==> config.mk <==
export PLATFORM = sky130hd
export DESIGN_NAME = alu_seq_ctrl
export DESIGN_NICKNAME = d
export VERILOG_FILES = /design/src/rtl/alu_seq_ctrl.sv
export SDC_FILE = /design/constraint.sdc
export NUM_CORES = 1
export LEC_CHECK = 0
export CORE_MARGIN = 8
export CORE_UTILIZATION = 57
export CTS_BUF_LIST = sky130_fd_sc_hd__clkbuf_8
export CTS_CLUSTER_SIZE = 28
export DETAILED_ROUTE_END_ITERATION = 8
export HOLD_SLACK_MARGIN = 0.08
export PLACE_DENSITY = 0.95
export SLEW_MARGIN = 10
export SYNTH_ARGS = -nofsm -noshare
export SYNTH_HDL_FRONTEND = slang
export SYNTH_SLANG_ARGS = --single-unit
==> constraint.sdc <==
create_clock -name clk -period 2.7 [get_ports clk]
set_input_delay 0.405 -clock clk [delete_from_list [all_inputs] [get_ports clk]]
set_output_delay 0.405 -clock clk [all_outputs]
set_load 0.05 [all_outputs]
==> src/rtl/alu_seq_ctrl.sv <==
// alu_seq_ctrl: multi-cycle sequencer that drives a shared 8-bit add/subtract
// ALU. It performs 16-bit ADD/SUB/CMP as two byte passes (low byte, then high
// byte) and 8x8 unsigned MUL by shift-and-add. Requests and results use a
// start/ready/done handshake.
module alu_seq_ctrl #(
    parameter int unsigned BYTE_W = 8
) (
    input  logic                  clk,
    input  logic                  reset,
    input  logic                  start,
    input  logic [1:0]            op,
    input  logic [2*BYTE_W-1:0]   opa,
    input  logic [2*BYTE_W-1:0]   opb,
    output logic                  ready,
    output logic                  done,
    output logic [2*BYTE_W-1:0]   result,
    output logic                  carry,
    output logic                  zero,
    output logic [BYTE_W-1:0]     alu_a,
    output logic [BYTE_W-1:0]     alu_b,
    output logic                  alu_cin,
    input  logic [BYTE_W-1:0]     alu_result,
    input  logic                  alu_cout
);

    localparam int unsigned W  = 2 * BYTE_W;
    localparam int unsigned IW = $clog2(BYTE_W);

    typedef enum logic [2:0] {
        S_IDLE,
        S_LO,
        S_HI,
        S_MUL,
        S_DONE
    } state_t;

    typedef enum logic [1:0] {
        OP_ADD = 2'b00,
        OP_SUB = 2'b01,
        OP_CMP = 2'b10,
        OP_MUL = 2'b11
    } op_t;

    state_t            state;
    op_t               op_r;
    logic [W-1:0]      a_r;
    logic [W-1:0]      b_r;
    logic [BYTE_W-1:0] lo;
    logic              c_lo;
    logic [BYTE_W-1:0] acc_hi;
    logic [BYTE_W-1:0] acc_lo;
    logic [IW-1:0]     iter;

    op_t               op_in;
    logic              in_sub;
    logic              is_sub;
    logic              hi_flag;
    logic [W-1:0]      word16;
    logic [BYTE_W-1:0] mul_hi_n;
    logic [BYTE_W-1:0] mul_lo_n;
    logic [W-1:0]      product;

    // Decode helpers and next-value terms derived from the live ALU response.
    always_comb begin
        op_in    = op_t'(op);
        in_sub   = (op_in == OP_SUB) || (op_in == OP_CMP);
        is_sub   = (op_r == OP_SUB) || (op_r == OP_CMP);
        // High-byte pass: the ALU cout inverts meaning when the B byte was
        // complemented, so xor with the low-byte carry/borrow restores it.
        hi_flag  = alu_cout ^ c_lo;
        word16   = {alu_result, lo};
        mul_hi_n = {alu_cout, alu_result[BYTE_W-1:1]};
        mul_lo_n = {alu_result[0], acc_lo[BYTE_W-1:1]};
        product  = {mul_hi_n, mul_lo_n};
    end

    // Sequencer FSM. ALU drive registers are loaded on the edge entering each
    // state, so they hold the values required during that state's cycle.
    always_ff @(posedge clk) begin
        if (reset) begin
            state   <= S_IDLE;
            op_r    <= OP_ADD;
            a_r     <= '0;
            b_r     <= '0;
            lo      <= '0;
            c_lo    <= 1'b0;
            acc_hi  <= '0;
            acc_lo  <= '0;
            iter    <= '0;
            ready   <= 1'b1;
            done    <= 1'b0;
            result  <= '0;
            carry   <= 1'b0;
            zero    <= 1'b0;
            alu_a   <= '0;
            alu_b   <= '0;
            alu_cin <= 1'b0;
        end else begin
            case (state)
                S_IDLE: begin
                    done <= 1'b0;
                    if (start) begin
                        op_r  <= op_in;
                        a_r   <= opa;
                        b_r   <= opb;
                        ready <= 1'b0;
                        if (op_in == OP_MUL) begin
                            state   <= S_MUL;
                            acc_hi  <= '0;
                            acc_lo  <= opb[BYTE_W-1:0];
                            iter    <= '0;
                            alu_a   <= '0;
                            alu_b   <= opb[0] ? opa[BYTE_W-1:0] : '0;
                            alu_cin <= 1'b0;
                        end else begin
                            state   <= S_LO;
                            alu_a   <= opa[BYTE_W-1:0];
                            alu_b   <= opb[BYTE_W-1:0];
                            alu_cin <= in_sub;
                        end
                    end
                end

                S_LO: begin
                    lo      <= alu_result;
                    c_lo    <= alu_cout;
                    state   <= S_HI;
                    alu_a   <= a_r[W-1:BYTE_W];
                    // Propagate carry/borrow using only the ALU's two modes:
                    // complementing B and flipping the mode folds in the +1/-1.
                    alu_b   <= alu_cout ? ~b_r[W-1:BYTE_W] : b_r[W-1:BYTE_W];
                    alu_cin <= is_sub ^ alu_cout;
                end

                S_HI: begin
                    if (op_r != OP_CMP) begin
                        result <= word16;
                    end
                    carry   <= hi_flag;
                    zero    <= (word16 == '0);
                    done    <= 1'b1;
                    state   <= S_DONE;
                    alu_a   <= '0;
                    alu_b   <= '0;
                    alu_cin <= 1'b0;
                end

                S_MUL: begin
                    acc_hi <= mul_hi_n;
                    acc_lo <= mul_lo_n;
                    iter   <= iter + 1'b1;
                    if (iter == IW'(BYTE_W - 1)) begin
                        result  <= product;
                        carry   <= 1'b0;
                        zero    <= (product == '0);
                        done    <= 1'b1;
                        state   <= S_DONE;
                        alu_a   <= '0;
                        alu_b   <= '0;
                        alu_cin <= 1'b0;
                    end else begin
                        alu_a   <= mul_hi_n;
                        alu_b   <= mul_lo_n[0] ? a_r[BYTE_W-1:0] : '0;
                        alu_cin <= 1'b0;
                    end
                end

                S_DONE: begin
                    done  <= 1'b0;
                    ready <= 1'b1;
                    state <= S_IDLE;
                end

                default: begin
                    state   <= S_IDLE;
                    ready   <= 1'b1;
                    done    <= 1'b0;
                    alu_a   <= '0;
                    alu_b   <= '0;
                    alu_cin <= 1'b0;
                end
            endcase
        end
    end

endmodule
After elaboration in Yosys (flattened, before gate mapping)
Index checks and enable logic that the tools add are counted.
Storage, ports and cells
  register bits after elaboration: 94
  input port bits: 46
  output and inout bits: 37
Cells by class
  add/sub/neg operators: 1
  equality and inequality tests: 15
  muxes and demuxes: 35
  bitwise operators: 6
  reduce and logical (&&, ||, !) cells: 16
Operators with widths (count)
  $mux W8: 11
  $pmux W8 S4: 2
  $logic_not A16 Y1: 2
  $mux W16: 2
  $pmux W16 S2: 1
  $pmux W8 S2: 1
  $mux W3: 4
  $pmux W3 S4: 1
  $reduce_and A2 Y1: 6
  $ne A2 B2 Y1 const B: 5
  $not A8 Y8: 1
  $eq A2 B2 Y1 const B: 3
  $eq A3 B2 Y1 const B: 2
  $eq A3 B3 Y1 const B: 2
  $mux W1: 6
  $pmux W1 S2: 3
  $pmux W1 S3: 2
  $pmux W3 S2: 1
  $reduce_and A3 Y1: 2
  $eq A2 B1 Y1 const B: 2
  $reduce_bool A2 Y1: 2
  $add A3 B1 Y3 const B: 1
  $eq A3 B1 Y1 const B: 1
  $logic_not A3 Y1: 1
  5 further kinds: 9

Logic depth before layout (Yosys ltp)
Gate-level depths: netlist of the first run.
  depth after elaboration: 5
  gate-level depth with buffers: 8
  mapped depth without buffers: 6

Least setup slack after synthesis of the first run
No wires, ideal clock.
  path type: input -> register
  start: input op[0]
  end: register acc_lo[7]
  library setup time: 88 ps
  arrival time: 1797 ps
  required time: 2612 ps
  slack: 814 ps
  stages: 6
  path buffers: 1
  cells stage by stage: ha_1 or4b_1 a21oi_4 buf_6 nor2_1 a311oi_2
Between the ends
  cells in the longest elaborated chain, start to end: 3
RTL lines
  start: declaration: RTL line 11  | input logic [1:0] op,
  $eq A2 B2 Y1: RTL line 107  | if (op_in == OP_MUL) begin
  $ne A2 B2 Y1 (no source line)
  $reduce_and A3 Y1 (no source line)
  end signal: assignment: RTL line 110  | acc_lo <= opb[BYTE_W-1:0];
  end signal: assignment: RTL line 150  | acc_lo <= mul_lo_n;
  end: declaration: RTL line 51  | logic [BYTE_W-1:0] acc_lo;
No other way between the ends.
A chain may end at the register's enable or synchronous reset.

Worst setup path after layout of the first run
  start: register state[0]
  end: register acc_lo[1]
Between the ends
  cells in the longest elaborated chain, start to end: 3
RTL lines
  start: declaration: RTL line 44  | state_t state;
  start signal: assignment: RTL line 81  | state <= S_IDLE;
  start signal: assignment: RTL line 108  | state <= S_MUL;
  start signal: assignment: RTL line 116  | state <= S_LO;
  $eq A3 B2 Y1 / $logic_not A3 Y1 (equally long branches): RTL line 99  | case (state)
  $reduce_bool A2 Y1 (no source line) / $ne A2 B2 Y1 (equally long branches)
  $reduce_and A3 Y1 (no source line)
Parallel ways exist; a longest one is shown, timed or not.

==> results of run 1 <==
synthesized netlist by cell type, drive strengths merged, types with 8 or more instances:
| library cell | instances | share of area |
|---|---|---|
| a211oi | 9 | 0.018 |
| a21oi | 53 | 0.072 |
| a221o | 9 | 0.023 |
| a22o | 9 | 0.020 |
| a311oi | 23 | 0.055 |
| buf | 15 | 0.021 |
| clkbuf | 21 | 0.020 |
| dfxtp | 85 | 0.44 |
| inv | 10 | 0.0097 |
| nand2 | 121 | 0.12 |
| nand2b | 15 | 0.024 |
| nand3 | 8 | 0.010 |
| nor2 | 33 | 0.033 |
| nor4 | 8 | 0.015 |
| o21ai | 8 | 0.010 |
| xor2 | 9 | 0.020 |
metal layers:
layer	vias to the layer above	global-route usage
met4	0	0.138
li1	1817	-
met1	1846	0.285
met3	41	0.0455
met2	272	0.392
met5	-	0
cell type report:
cell class,count,share of cell area
Clock buffer,10,0.0282
Sequential cell,85,0.348
Tap cell,80,0.0205
Timing Repair Buffer,93,0.184
Inverter,11,0.00845
Clock inverter,6,0.0113
Multi-Input combinational cell,344,0.400
state kept, by name, indices dropped and copies added, names as in the netlist, 2 cells and up:
name	flops
acc_lo	7
alu_b	8
alu_a	8
result	16
b_r	8
op_r	2
a_r	16
lo	8
iter	3
state	3
final timing paths:
path | cells after the start | endpoint | start | slack, ns
setup / recovery | 4 | acc_lo[1] | state[0] | 0.22
hold / removal | 2 | state[0] | reset | 0.41
setup reg to reg | 4 | acc_lo[1] | state[0] | 0.22
hold reg to reg | 2 | a_r[8] | a_r[8] | 0.46
worst register-to-register path: cells and delay by family (launching register included):
kind / cells / cell delay, ns
and+or+nand+nor: 2 / 0.70
AOI/OAI and AO/OA: 2 / 0.88
DFF: 1 / 0.80
where the power goes:
part	switching, W	internal (W)	total, W
Clock	0.000452	0.000443	0.000896
Combinational	0.000454	0.000283	0.000737
Sequential	0.0000772	0.00135	0.00143
logic make-up (layout without fill, tap and decap cells):
family / count (synthesis) / count (layout)
AO/OA/AOI/OAI: 124 / 124
XOR/XNOR: 10 / 10
adder cells (fa/ha/maj): 5 / 5
buffers and inverters: 47 / 120
flip-flops: 85 / 85
AND/OR/NAND/NOR: 205 / 205
through the flow:
stage | cell area [um2] | total power, W
floorplan | 3860 | 0.00191
global placement | 4700 | 0.00215
detailed placement | 4700 | 0.00217
CTS | 4890 | 0.00304
global route | 4890 | 0.00316
finish | 4890 | 0.00306
==> results.json, run 1 <==
{
  "crit_path_start_kind": "register",
  "area_growth_pct": 26.7,
  "m1WireLength_um": 4490,
  "hold_ws_ns": 0.408,
  "hold_violations": 0,
  "cts_buffer_depth": 2,
  "crit_type": "reg -> reg",
  "top_layer_used": "met4",
  "clock_skew_ns": 0.00957,
  "ys_ff_latch": 85,
  "hold_class": "in -> reg",
  "grt_max_degree": 68,
  "rows": 30,
  "layout.cells.non_filler": 629,
  "fin_setup_tns_ns": 0,
  "synth_area_per_cell_um2": 8.10,
  "post-route-period-util": 0.918,
  "wirelength_um": 11800,
  "post_cts_buffers": 0,
  "yosys-mux-area-fraction": 0,
  "htreeDepth": 3,
  "crit_slowest_cell": "dfxtp_1",
  "clk_latency_ns": 0.36,
  "die_x_um": 98.3,
  "root_buffer": "clkbuf_8",
  "grt_overflow": 0,
  "cts_buffers": 9,
  "ctsResizeCount": 0,
  "max_stage_delay_ns": 0.80,
  "crit_chain": "nand3b_1 -> a21oi_4 -> nor2_1 -> a311oi_1",
  "synthAdderAreaFrac": 0.0162,
  "postLayoutSetupSlackWorst_ns": 0.222,
  "tightest_slew_ns": 1.11,
  "clkTransAtPathRegs_ns": 0.09,
  "drc": 0,
  "vias": 3976,
  "setup_viol": 0,
  "grt_util_all_layers": 0.239,
  "fin_nets": 595,
  "vias_per_cell": 6.32,
  "rsz0062_at_grt": "no",
  "synth_simple_gate_area_frac": 0.238,
  "cp-end-kind": "register",
  "clock_sinks": 85,
  "synthCells": 476,
  "postLayoutCoreUtil": 0.732,
  "ant_nets": 0,
  "placedCellCount": 613,
  "register_area_mm2": 0.00170,
  "synth-compound-area-share": 0.229,
  "power_density_mw_per_mm2": 626,
  "ys_types": 44,
  "worstPathRequired_ns": 2.96,
  "layout-drive-gt1-share": 0.0601,
  "antenna_cells": 0,
  "post_drt_wl_per_cell_um": 18.8,
  "max-slew-margin-rel": 0.257,
  "multi_input_area_mm2": 0.00195,
  "io_pins": 83,
  "synth_async_sr_flop_share": 0,
  "p_leak_nw": 1.77,
  "most-common-layout-cells": "nand2_1 (121), dfxtp_1 (85), clkdlybuf4s50_1 (81)",
  "io_buffers": 82,
  "first_global_vias": 3797,
  "min_period_ns": 2.48,
  "synthXorXnorAreaFrac": 0.0227,
  "syn_area_mm2": 0.00386,
  "drtPass1Iterations": 6,
  "finalMaxSlewViolations": 0,
  "peakVddDrop_v": 0.000391,
  "cts_tree": "yes",
  "drtIter0Drc": 419,
  "synth-seq-area-share": 0.441,
  "cp.arrival_ns": 2.74,
  "core_region_area_mm2": 0.00668,
  "wl_met3_um": 1220,
  "initial_core_util": 0.577,
  "hpwl_um": 8120,
  "gp_congestion": 0.900,
  "clock.fmax_ghz": 0.404,
  "max_cap_violations": 0,
  "die-area_mm2": 0.00966,
  "fp.dieH_um": 98.3,
  "route.met2.wl_um": 5690,
  "holdBufCountCts": 0,
  "crit_family": "compound AO/OA/AOI/OAI gates",
  "path_buf_inv": 0,
  "grt_pass1_wl_um": 18700,
  "syn_nets": 527,
  "ys.flop_type": "dfxtp_1",
  "ys_warn_count": 0,
  "mostFrequentLayoutCell": "nand2_1",
  "synth-edff-count": 0,
  "post-place-ws_ns": 0.225,
  "fill_cells": 459,
  "crit_fanout": 22,
  "synth_top_family_by_area": "simple AND/OR/NAND/NOR gates",
  "status": "complete, no violations",
  "antenna_found_initial": 0
}
No activity file was read; power rests on OpenSTA's default activity.
==> inputs of run 2 (changes only) <==
--- a/config.mk
+++ b/config.mk
@@ -6,12 +6,12 @@
 export NUM_CORES = 1
 export LEC_CHECK = 0
 export CORE_MARGIN = 8
-export CORE_UTILIZATION = 57
+export CORE_UTILIZATION = 24
 export CTS_BUF_LIST = sky130_fd_sc_hd__clkbuf_8
 export CTS_CLUSTER_SIZE = 28
 export DETAILED_ROUTE_END_ITERATION = 8
 export HOLD_SLACK_MARGIN = 0.08
-export PLACE_DENSITY = 0.95
+export PLACE_DENSITY = 0.55
 export SLEW_MARGIN = 10
 export SYNTH_ARGS = -nofsm -noshare
 export SYNTH_HDL_FRONTEND = slang
==> run 2 against run 1 <==
  * Wire length increased by 7.1%
  * Fmax increased by 14%
  * Sequential cell count unchanged
  * Count of clock-buffer cells in the layout unchanged
  * Non-clock buffer count increased by 1
  * Via count decreased by 7.3%
  * Critical path type is now in -> reg
==> results.json, run 2 (synthesis gave the netlist of run 1 again) <==
{
  "worstPathRequired_ns": 2.96,
  "mostFrequentLayoutCell": "nand2_1",
  "die_x_um": 143,
  "post-route-period-util": 0.806,
  "most-common-layout-cells": "nand2_1 (121), dfxtp_1 (85), clkdlybuf4s50_1 (81)",
  "cts_buffer_depth": 2,
  "cts_tree": "yes",
  "cp.arrival_ns": 2.44,
  "setup_viol": 0,
  "grt_pass1_wl_um": 19900,
  "clock.fmax_ghz": 0.460,
  "post_drt_wl_per_cell_um": 16.5,
  "post_cts_buffers": 0,
  "hold_violations": 0,
  "tightest_slew_ns": 1.06,
  "grt_overflow": 0,
  "path_buf_inv": 1,
  "vias": 3685,
  "peakVddDrop_v": 0.000212,
  "min_period_ns": 2.18,
  "holdPathStages": 2,
  "p_leak_nw": 1.79,
  "crit_slowest_cell": "or4b_1",
  "power_density_mw_per_mm2": 638,
  "max-slew-margin-rel": 0.290,
  "reg_top3": "a_r: 16 flops, result: 16 flops",
  "hold_ws_ns": 0.458,
  "core_region_area_mm2": 0.0158,
  "reg2reg_slack_ns": 0.55,
  "fp.dieH_um": 143,
  "layout-drive-gt1-share": 0.0655,
  "hp-start": "a_r[3]",
  "drtPass1Iterations": 5,
  "max_stage_delay_ns": 0.53,
  "r2r_cells": 4,
  "crit_path_start_kind": "input port",
  "r2r-end": "acc_lo[1]",
  "fin_nets": 596,
  "gp_congestion": 0.821,
  "clock_sinks": 85,
  "holdBufCountCts": 0,
  "timing.rr.start": "state[0]",
  "finalMaxSlewViolations": 0,
  "antenna_found_initial": 0,
  "wirelength_um": 12600,
  "max_cap_violations": 0,
  "fin_setup_tns_ns": 0,
  "crit_family": "compound AO/OA/AOI/OAI gates",
  "holdPathEnd": "a_r[3]",
  "rsz0062_at_grt": "no",
  "io_buffers": 82,
  "vias_per_cell": 4.81,
  "die-area_mm2": 0.0204,
  "antenna_cells": 0,
  "drc": 0,
  "crit_type": "in -> reg",
  "area_growth_pct": 32.8,
  "status": "complete, no violations",
  "htreeDepth": 3,
  "root_buffer": "clkbuf_8",
  "hpwl_um": 9420,
  "ant_nets": 0,
  "crit_chain": "clkdlybuf4s50_1 -> ha_1 -> or4b_1 -> a21oi_4 -> nor2_1 -> a311oi_1",
  "clkTransAtPathRegs_ns": 0.09,
  "grt_max_degree": 52,
  "initial_core_util": 0.244,
  "clk_latency_ns": 0.36,
  "cp-end-kind": "register",
  "clock_skew_ns": 0.0102,
  "drtIter0Drc": 417,
  "cts_buffers": 9,
  "io_pins": 83,
  "hold_class": "reg -> reg",
  "crit_fanout": 17,
  "first_global_vias": 3665,
  "ctsResizeCount": 0,
  "rows": 46,
  "crit_start": "op[0]",
  "grt_util_all_layers": 0.126
}
run 2: worst max-delay path by stage:
stage | slack, ns | to | depth (start not counted)
after CTS | 0.55 | acc_lo[1] | 6
after global placement | 0.26 | acc_lo[6] | 6
final | 0.52 | acc_lo[1] | 6
after global routing | 0.37 | acc_lo[1] | 6
after floorplan | 0.81 | acc_lo[7] | 6
after detailed placement | 0.19 | acc_lo[1] | 6
run 2: worst register-to-register path, cell delays in order (launching register included):
cell      delay (ns)
dfxtp_1         0.56
or4b_1          0.69
a21oi_4         0.43
nor2_1          0.08
a311oi_1        0.28
run 2: per-stage QoR:
stage	setup WS, ns	instances	area [um2]	util	power [W]
2_1_floorplan	0.814	476	3860	-	0.00191
3_3_place_gp	0.264	750	4870	0.308	0.00218
3_5_place_dp	0.187	750	4870	0.308	0.00219
4_1_cts	0.548	766	5120	0.324	0.00329
5_1_grt	0.373	766	5120	0.324	0.00342
6_report	0.524	766	5120	0.324	0.00326
run 2: cell type report:
type | instances | area, um2
Multi-Input combinational cell | 344 | 1950
Clock inverter | 6 | 110
Sequential cell | 85 | 1700
Tap cell | 216 | 270
Clock buffer | 10 | 138
Fill cell | 1685 | 10700
Timing Repair Buffer | 94 | 906
Inverter | 11 | 41.3
run 2: metal layers:
| layer | global-route usage | part of all wire | vias to the layer above | routed length [um] |
|---|---|---|---|---|
| li1 | - | - | 1818 | - |
| met1 | 0.158 | 0.44 | 1758 | 5570 |
| met2 | 0.201 | 0.48 | 100 | 6120 |
| met3 | 0.0337 | 0.064 | 9 | 806 |
| met4 | 0.0464 | 0.012 | 0 | 148 |
| met5 | 0 | 0 | - | 0 |
run 2: report_power, final:
group	switching (W)	leakage [nW]	internal [W]
Sequential	0.0000798	0.695	0.00135
Clock	0.000466	0.119	0.000638
Combinational	0.000448	0.977	0.000285
Total	0.000994	1.79	0.00227
==> inputs of run 3 (changes only) <==
==> constraint.sdc (replaced) <==
create_clock -name clk -period 2.3 [get_ports clk]
set_input_delay 0.345 -clock clk [delete_from_list [all_inputs] [get_ports clk]]
set_output_delay 0.345 -clock clk [all_outputs]
set_load 0.05 [all_outputs]
==> run 3 against run 2 <==
  * Clock power about the same
  * Global-route usage grew 0.12 points
  * Combinational power increased by 20%
  * Sequential power increased by 17%
  * Count of clock-buffer cells in the layout shrank 1
  * Sequential share of layout area decreased by 0.17 points
  * Register-to-register slack worse by 0.31 ns
  * Hold slack got worse by 0.083 ns
  * Die area unchanged
  * Wire length rose by 2.3%
  * Non-clock buffer count rose by 9
==> results.json, run 3 (synthesis gave the netlist of run 1 again) <==
{
  "p_int_w": 0.00253,
  "status": "complete, no violations",
  "io_pins": 83,
  "ant_nets": 0,
  "mostFrequentLayoutCell": "nand2_1",
  "vias_per_cell": 4.77,
  "first_global_vias": 3604,
  "max-slew-margin-rel": 0.320,
  "postLayoutSetupSlackWorst_ns": 0.239,
  "drtIter0Drc": 354,
  "gp_congestion": 0.814,
  "io_buffers": 82,
  "rows": 46,
  "use_met1": 0.156,
  "hold_violations": 0,
  "cp-end-kind": "register",
  "antenna_cells": 0,
  "peakVddDrop_v": 0.000236,
  "power_frac_comb": 0.239,
  "sw_frac_of_total": 0.314,
  "finalMaxSlewViolations": 0,
  "seq_power_share": 0.454,
  "area_growth_pct": 33.4,
  "die_x_um": 143,
  "grt_util_all_layers": 0.127,
  "clock_skew_ns": 0.00990,
  "tightest_slew_ns": 1.01,
  "htreeDepth": 3,
  "worstPathRequired_ns": 2.57,
  "die-area_mm2": 0.0204,
  "post_cts_buffers": 0,
  "grt_most_used_layer": "met2",
  "vias": 3699,
  "ctsResizeCount": 0,
  "crit_fanout": 14,
  "grtUsageMet2": 0.207,
  "power_density_mw_per_mm2": 716,
  "fp.dieH_um": 143,
  "initial_core_util": 0.244,
  "rsz0062_at_grt": "no",
  "setup_viol": 0,
  "post-place-ws_ns": -0.137,
  "layout-drive-gt1-share": 0.0769,
  "p_leak_nw": 1.83,
  "holdBufCountCts": 0,
  "wirelength_um": 12900,
  "crit_type": "reg -> reg",
  "hp-start": "reset",
  "min_period_ns": 2.06,
  "holdPathStages": 2,
  "postLayoutCoreUtil": 0.325,
  "most-common-layout-cells": "nand2_1 (121), dfxtp_1 (85), clkdlybuf4s50_1 (81)",
  "post_drt_wl_per_cell_um": 16.7,
  "clock_power_share": 0.308,
  "use_met3": 0.0427,
  "reg_top3": "a_r: 16 flops, result: 16 flops",
  "grt_overflow": 0,
  "cp.arrival_ns": 2.33,
  "hpwl_um": 9640,
  "clock.fmax_ghz": 0.485,
  "cts_buffer_depth": 2,
  "timing.rr.start": "state[1]",
  "drc": 0,
  "cts_buffers": 9,
  "r2r_cells": 4,
  "cts_tree": "yes",
  "core_region_area_mm2": 0.0158,
  "clock_sinks": 85,
  "fin_setup_tns_ns": 0,
  "max_cap_violations": 0,
  "grt_max_degree": 46,
  "root_buffer": "clkbuf_8",
  "drtPass1Iterations": 5,
  "switchingPower_w": 0.00116,
  "hold_class": "in -> reg",
  "post-route-period-util": 0.896,
  "clk_latency_ns": 0.37,
  "clkTransAtPathRegs_ns": 0.08,
  "antenna_found_initial": 0,
  "grt_pass1_wl_um": 20100,
  "fin_nets": 605,
  "crit_path_start_kind": "register",
  "crit_start": "state[1]"
}
run 3: cell types whose count changed in the layout (fill, tap and decap cells not counted), sizes merged:
cell,delta
buf,+9
clkinv,+2
clkinvlp,-2
inv,+2
bufinv,-1
clkbuf,-1
run 3: worst paths after layout:
check | slack, ns | end
max | 0.24 | alu_a[2]
min | 0.38 | a_r[7]
max reg2reg | 0.24 | alu_a[2]
min reg2reg | 0.46 | a_r[5]
run 3: worst max-delay path, stage by stage (launching register included):
cell,delay [ns]
dfxtp_1,0.72
nand3b_1,0.37
nor2_2,0.43
nand2_1,0.16
a211oi_1,0.28
run 3: cell type report:
class                           count  area, um2
Tap cell                          216        270
Multi-Input combinational cell    344       1950
Timing Repair Buffer              103        973
Fill cell                        1654      10700
Inverter                           11       41.3
Clock buffer                        9        124
Sequential cell                    85       1700
Clock inverter                      7       82.6
run 3: metal layers:
metal	wire, um	share of wire
met5	0	0
met4	75	0.0058
met3	875	0.068
met2	6240	0.48
met1	5750	0.44
run 3: power by group through the flow:
stage | sequential, W | combinational (W) | clock [W]
floorplan | 0.00185 | 0.000391 | 0
global placement | 0.00170 | 0.000872 | 0
detailed placement | 0.00170 | 0.000879 | 0
CTS | 0.00167 | 0.000882 | 0.00115
global route | 0.00169 | 0.000947 | 0.00122
finish | 0.00167 | 0.000880 | 0.00113
run 3: through the flow:
| step | instances | total power, W | hold slack (ns) | cell area, um2 |
|---|---|---|---|---|
| after floorplan | 476 | 0.00224 | 0.436 | 3860 |
| after global placement | 759 | 0.00257 | 0.441 | 4940 |
| after detailed placement | 759 | 0.00258 | 0.448 | 4940 |
| after CTS | 775 | 0.00371 | 0.356 | 5150 |
| after global routing | 775 | 0.00385 | 0.363 | 5150 |
| final | 775 | 0.00369 | 0.375 | 5150 |
